`src/rtl/btn_pulse_gen.sv`:
```
// Push-button conditioner: synchronizer, debounce FSM, single-cycle press/release pulses and a press counter.
// Optional auto-repeat of press pulses while held: define BTN_AUTO_REPEAT_EN.
`timescale 1ns/1ps

module btn_pulse_gen #(
   parameter int unsigned SYNC_STAGES = 2,
   parameter int unsigned DB_LIMIT    = 1000000,
   parameter int unsigned CNT_W       = 20
`ifdef BTN_AUTO_REPEAT_EN
   ,
   parameter int unsigned REPEAT_DELAY  = 50000000,
   parameter int unsigned REPEAT_PERIOD = 10000000
`endif
) (
   input  logic        clk,
   input  logic        rst,
   input  logic        btn_in,
   output logic        btn_level,
   output logic        press_pulse,
   output logic        release_pulse,
   output logic [15:0] press_cnt
);

   localparam int unsigned PCNT_W = 16;
   localparam logic [CNT_W-1:0] DB_LAST = CNT_W'(DB_LIMIT - 1);

   typedef enum logic [1:0] {
      IDLE,
      PRESS_WAIT,
      HELD,
      RELEASE_WAIT
   } state_t;

   logic [SYNC_STAGES-1:0] sync;
   logic                   btn_s;

   state_t              state, state_nxt;
   logic [CNT_W-1:0]    cnt, cnt_nxt;
   logic                level_nxt;
   logic                press_nxt;
   logic                release_nxt;
   logic [PCNT_W-1:0]   press_cnt_nxt;

`ifdef BTN_AUTO_REPEAT_EN
   logic [31:0] hold_tmr, hold_tmr_nxt;
   logic        repeating, repeating_nxt;
   logic [31:0] rpt_last;

   // First repeat waits REPEAT_DELAY, later ones REPEAT_PERIOD.
   assign rpt_last = repeating ? 32'(REPEAT_PERIOD - 1) : 32'(REPEAT_DELAY - 1);
`endif

   // Metastability synchronizer; only the last stage feeds the FSM.
   always_ff @(posedge clk) begin
      if (rst) begin
         sync <= '0;
      end else begin
         sync <= {sync[SYNC_STAGES-2:0], btn_in};
      end
   end

   assign btn_s = sync[SYNC_STAGES-1];

   always_ff @(posedge clk) begin
      if (rst) begin
         state         <= IDLE;
         cnt           <= '0;
         btn_level     <= 1'b0;
         press_pulse   <= 1'b0;
         release_pulse <= 1'b0;
         press_cnt     <= '0;
`ifdef BTN_AUTO_REPEAT_EN
         hold_tmr      <= '0;
         repeating     <= 1'b0;
`endif
      end else begin
         state         <= state_nxt;
         cnt           <= cnt_nxt;
         btn_level     <= level_nxt;
         press_pulse   <= press_nxt;
         release_pulse <= release_nxt;
         press_cnt     <= press_cnt_nxt;
`ifdef BTN_AUTO_REPEAT_EN
         hold_tmr      <= hold_tmr_nxt;
         repeating     <= repeating_nxt;
`endif
      end
   end

   // Debounce decisions: a level change is accepted after DB_LIMIT stable samples.
   always_comb begin
      state_nxt     = state;
      cnt_nxt       = cnt;
      level_nxt     = btn_level;
      press_nxt     = 1'b0;
      release_nxt   = 1'b0;
      press_cnt_nxt = press_cnt;
`ifdef BTN_AUTO_REPEAT_EN
      hold_tmr_nxt  = hold_tmr;
      repeating_nxt = repeating;
`endif
      case (state)
         IDLE: begin
            if (btn_s) begin
               state_nxt = PRESS_WAIT;
               cnt_nxt   = '0;
            end
         end
         PRESS_WAIT: begin
            if (!btn_s) begin
               state_nxt = IDLE;
            end else if (cnt == DB_LAST) begin
               state_nxt     = HELD;
               level_nxt     = 1'b1;
               press_nxt     = 1'b1;
               press_cnt_nxt = press_cnt + PCNT_W'(1);
`ifdef BTN_AUTO_REPEAT_EN
               hold_tmr_nxt  = '0;
               repeating_nxt = 1'b0;
`endif
            end else begin
               cnt_nxt = cnt + CNT_W'(1);
            end
         end
         HELD: begin
            if (!btn_s) begin
               state_nxt = RELEASE_WAIT;
               cnt_nxt   = '0;
            end
`ifdef BTN_AUTO_REPEAT_EN
            else if (hold_tmr == rpt_last) begin
               press_nxt     = 1'b1;
               press_cnt_nxt = press_cnt + PCNT_W'(1);
               hold_tmr_nxt  = '0;
               repeating_nxt = 1'b1;
            end else begin
               hold_tmr_nxt = hold_tmr + 32'd1;
            end
`endif
         end
         RELEASE_WAIT: begin
            if (btn_s) begin
               state_nxt = HELD;
            end else if (cnt == DB_LAST) begin
               state_nxt   = IDLE;
               level_nxt   = 1'b0;
               release_nxt = 1'b1;
            end else begin
               cnt_nxt = cnt + CNT_W'(1);
            end
         end
         default: begin
            state_nxt = IDLE;
         end
      endcase
   end

endmodule

```
`config.mk`:
```
export PLATFORM = sky130hd
export DESIGN_NAME = btn_pulse_gen
export DESIGN_NICKNAME = d
export VERILOG_FILES = /design/src/rtl/btn_pulse_gen.sv
export SDC_FILE = /design/constraint.sdc
export NUM_CORES = 1
export LEC_CHECK = 0
export BUFFER_PORTS_ARGS = -buffer_cell sky130_fd_sc_hd__buf_2
export CAP_MARGIN = 20
export CORE_MARGIN = 2
export CORE_UTILIZATION = 31
export DETAILED_ROUTE_END_ITERATION = 6
export GPL_TIMING_DRIVEN = 0
export PLACE_DENSITY = 0.48
export SLEW_MARGIN = 20
export SYNTH_ARGS = -nofsm -noshare
export SYNTH_HDL_FRONTEND = slang
export SYNTH_SLANG_ARGS = --single-unit
```
`constraint.sdc`:
```
create_clock -name clk -period 3.37 [get_ports clk]
set_input_delay 0.5055 -clock clk [delete_from_list [all_inputs] [get_ports clk]]
set_output_delay 0.5055 -clock clk [all_outputs]
set_load 0.02 [all_outputs]
```
==> impl_metrics.json <==
{
  "outcome": "complete, no violations",
  "critPathMostFrequentCell": "buf_6",
  "nets": 287,
  "drtIter0Drc": 52,
  "post-place-cells": 371,
  "dieHeight_um": 88.4,
  "r2r_cells": 8,
  "routed_wl_um": 5400,
  "firstDrtPassIters": 4,
  "synth-simple-area-share": 0.335,
  "route.vias.total": 1893,
  "min_path_type": "in -> reg",
  "yosysSeqAreaShare": 0.390,
  "io-pin-count": 22,
  "antenna_found_initial": 0,
  "num-fill-cells": 726,
  "initial_core_util": 0.323,
  "fin_ws_ns": 0.773,
  "synth-xor-area-share": 0.0555,
  "pre_cts_ws_ns": 0.807,
  "synth.avg_cell_area_um2": 8.67,
  "yosys_warnings": 0,
  "critPathMaxFanout": 10,
  "r2r_start": "cnt[0]",
  "rows": 30,
  "post-route-period-util": 0.771,
  "cts_root_buf": "clkbuf_8",
  "grt_pass1_wl_um": 9200,
  "ff2ff_setup_slack_ns": 0.77,
  "synth_nets": 260,
  "path_buf_inv": 2,
  "synth_ff_type": "dfxtp_1",
  "yosysTopAreaCell": "dfxtp_1",
  "antenna_cells": 0,
  "hold_violations": 0,
  "grt_use_total": 0.152,
  "wl_met3_um": 128,
  "drive_above_1_share": 0.184,
  "rsz0062_at_grt": "false",
  "cp-start-kind": "flip-flop",
  "cp_slowest_cell": "or4_1",
  "muxShareOfSynthArea": 0.0142,
  "synth.distinct_cells": 48,
  "grt.overflow.total": 0,
  "synthCells": 255,
  "path_delay_family": "simple AND/OR/NAND/NOR gates",
  "cp-endpoint": "cnt[14]",
  "portBuffers": 20,
  "maxSlewViolCount": 0,
  "syn_to_final_growth_pct": 15.3,
  "cp-end-kind": "flip-flop",
  "die_x_um": 88.4,
  "p_leak_nw": 0.865,
  "path_class": "reg -> reg",
  "h-tree-depth": 2,
  "crit_start": "cnt[0]",
  "critical_path_arrival_ns": 2.78,
  "clock.fmax_ghz": 0.385,
  "cp.depth": 8,
  "cts_setup_buffers": 0,
  "synth_area_um2": 2210,
  "grt_max_degree": 14,
  "synth-adder-area-share": 0.0113,
  "cts_sinks": 43,
  "cts.reportedPaths.clkPinSlew_ns": 0.09,
  "yosys_register_bits": 43,
  "hpwl_um": 3810,
  "clock_insertion_delay_worst_skew_ns": 0.29,
  "synth_enable_flop_cells": 0,
  "ir_drop_v": 0.000140,
  "ctsHoldBuffers": 0,
  "die-area_um2": 7820,
  "cpPeakStageDelay_ns": 0.64,
  "cts_buffers": 5,
  "instances_no_fill": 379,
  "via_per_inst": 4.99,
  "setup_violations": 0,
  "async_flop_share": 0,
  "yosys.area.top_type_share": 0.390,
  "ys_top_cells_by_area": "dfxtp_1, xnor2_1, a21oi_1",
  "dr.max_layer_used": "met4",
  "finClkSkew_ns": 0.00793,
  "fin_crit_ns": 2.60,
  "synth_top_family_by_area": "simple AND/OR/NAND/NOR gates",
  "clk_path_buf_depth": 2,
  "dr_wl_met2_um": 2450,
  "min_delay_path_depth": 2,
  "wl_per_cell_um": 14.2,
  "tns_ns": 0,
  "r2r-end": "cnt[14]",
  "drc": 0,
  "slew_headroom": 0.472,
  "cts_resized": 0,
  "gp_congestion": 0.804,
  "layout_common_cells": "dfxtp_1, nand2_1, buf_2, nor2_1",
  "ant_nets": 0,
  "cts_tree": "done",
  "total_power_mw": 0.973,
  "synth_compound_area_frac": 0.144,
  "drt-met1-wl_um": 2790,
  "cap_violations": 0,
  "crit_chain": "ha_1, nand3_1, or4_1, buf_6, o211ai_4, buf_6, nor4_1, a31o_1",
  "utilization": 0.373,
  "cp.required_ns": 3.55,
  "layout_commonest_cell": "dfxtp_1",
  "worst_pin_slew_ns": 0.784,
  "power_density_nw_per_um2": 382,
  "coreArea_um2": 6830,
  "first_global_vias": 1840
}
-- how the worst min path moves through the flow --
stage | from | endpoint | slack (ns)
2_1_floorplan | sync[0] | sync[1] | 0.41
3_3_place_gp | sync[0] | sync[1] | 0.45
3_5_place_dp | sync[0] | sync[1] | 0.44
4_1_cts | btn_in | sync[0] | 0.42
5_1_grt | btn_in | sync[0] | 0.44
6_report | btn_in | sync[0] | 0.42
-- final cells by class --
cell class / instances / area [um^2] / share of cell area
Multi-Input combinational cell: 190 / 1240 / 0.486
Sequential cell: 43 / 861 / 0.338
Inverter: 8 / 30.0 / 0.0118
Buffer: 14 / 81.3 / 0.0319
Clock inverter: 2 / 35.0 / 0.0138
Tap cell: 96 / 120 / 0.0472
Clock buffer: 6 / 82.6 / 0.0324
Timing Repair Buffer: 20 / 100 / 0.0393
-- Yosys cell counts (2+ instances only) --
library cell   n
nor4_2         3
a21boi_0       2
o21ai_1       12
buf_2          2
or3_1          4
or4_1         11
a21o_1         3
nor3_2         7
xnor2_1       13
and4_1         2
nor4b_1        2
nor4_1         5
dfxtp_1       43
a21oi_1       18
nor2_1        21
nand4_1        5
buf_6          3
nand3_1       18
o21a_1         2
nor2b_1        5
nor3_1         3
inv_1          8
ha_1           2
nand2_1       22
o31ai_1        3
mux2i_1        2
a31o_1         4
and4b_1        3
clkbuf_1       7
and3_1         2
-- through the flow --
stage                     cell area, um^2  hold slack, ns
after global placement               2430           0.450
final                                2550           0.423
after floorplan                      2210           0.414
after detailed placement             2430           0.445
after CTS                            2550           0.420
after global routing                 2550           0.438
-- power by group --
part | switching (mW) | total [mW] | internal [mW]
logic | 0.0295 | 0.0404 | 0.0108
registers | 0.00230 | 0.513 | 0.511
clock network | 0.179 | 0.419 | 0.240
-- sequential cells by signal, indices dropped and copies added (netlist names), named ones only --
name           flops
sync               2
release_pulse      1
press_pulse        1
state              1
btn_level          1
cnt               20
press_cnt         16
-- layer usage --
| metal | global-route usage | vias to the layer above |
|---|---|---|
| li1 | - | 989 |
| met1 | 0.212 | 877 |
| met2 | 0.241 | 25 |
| met3 | 0.0299 | 2 |
| met4 | 0.0386 | 0 |
| met5 | 0 | - |
-- cell families after synthesis --
kind of cell / after synthesis
AO/OA/AOI/OAI: 49
flip-flops: 43
multiplexers: 3
buffers and inverters: 22
XOR/XNOR: 14
adder cells (fa/ha/maj): 2
AND/OR/NAND/NOR: 122
Note: power is estimated with default switching activity, not from simulation.
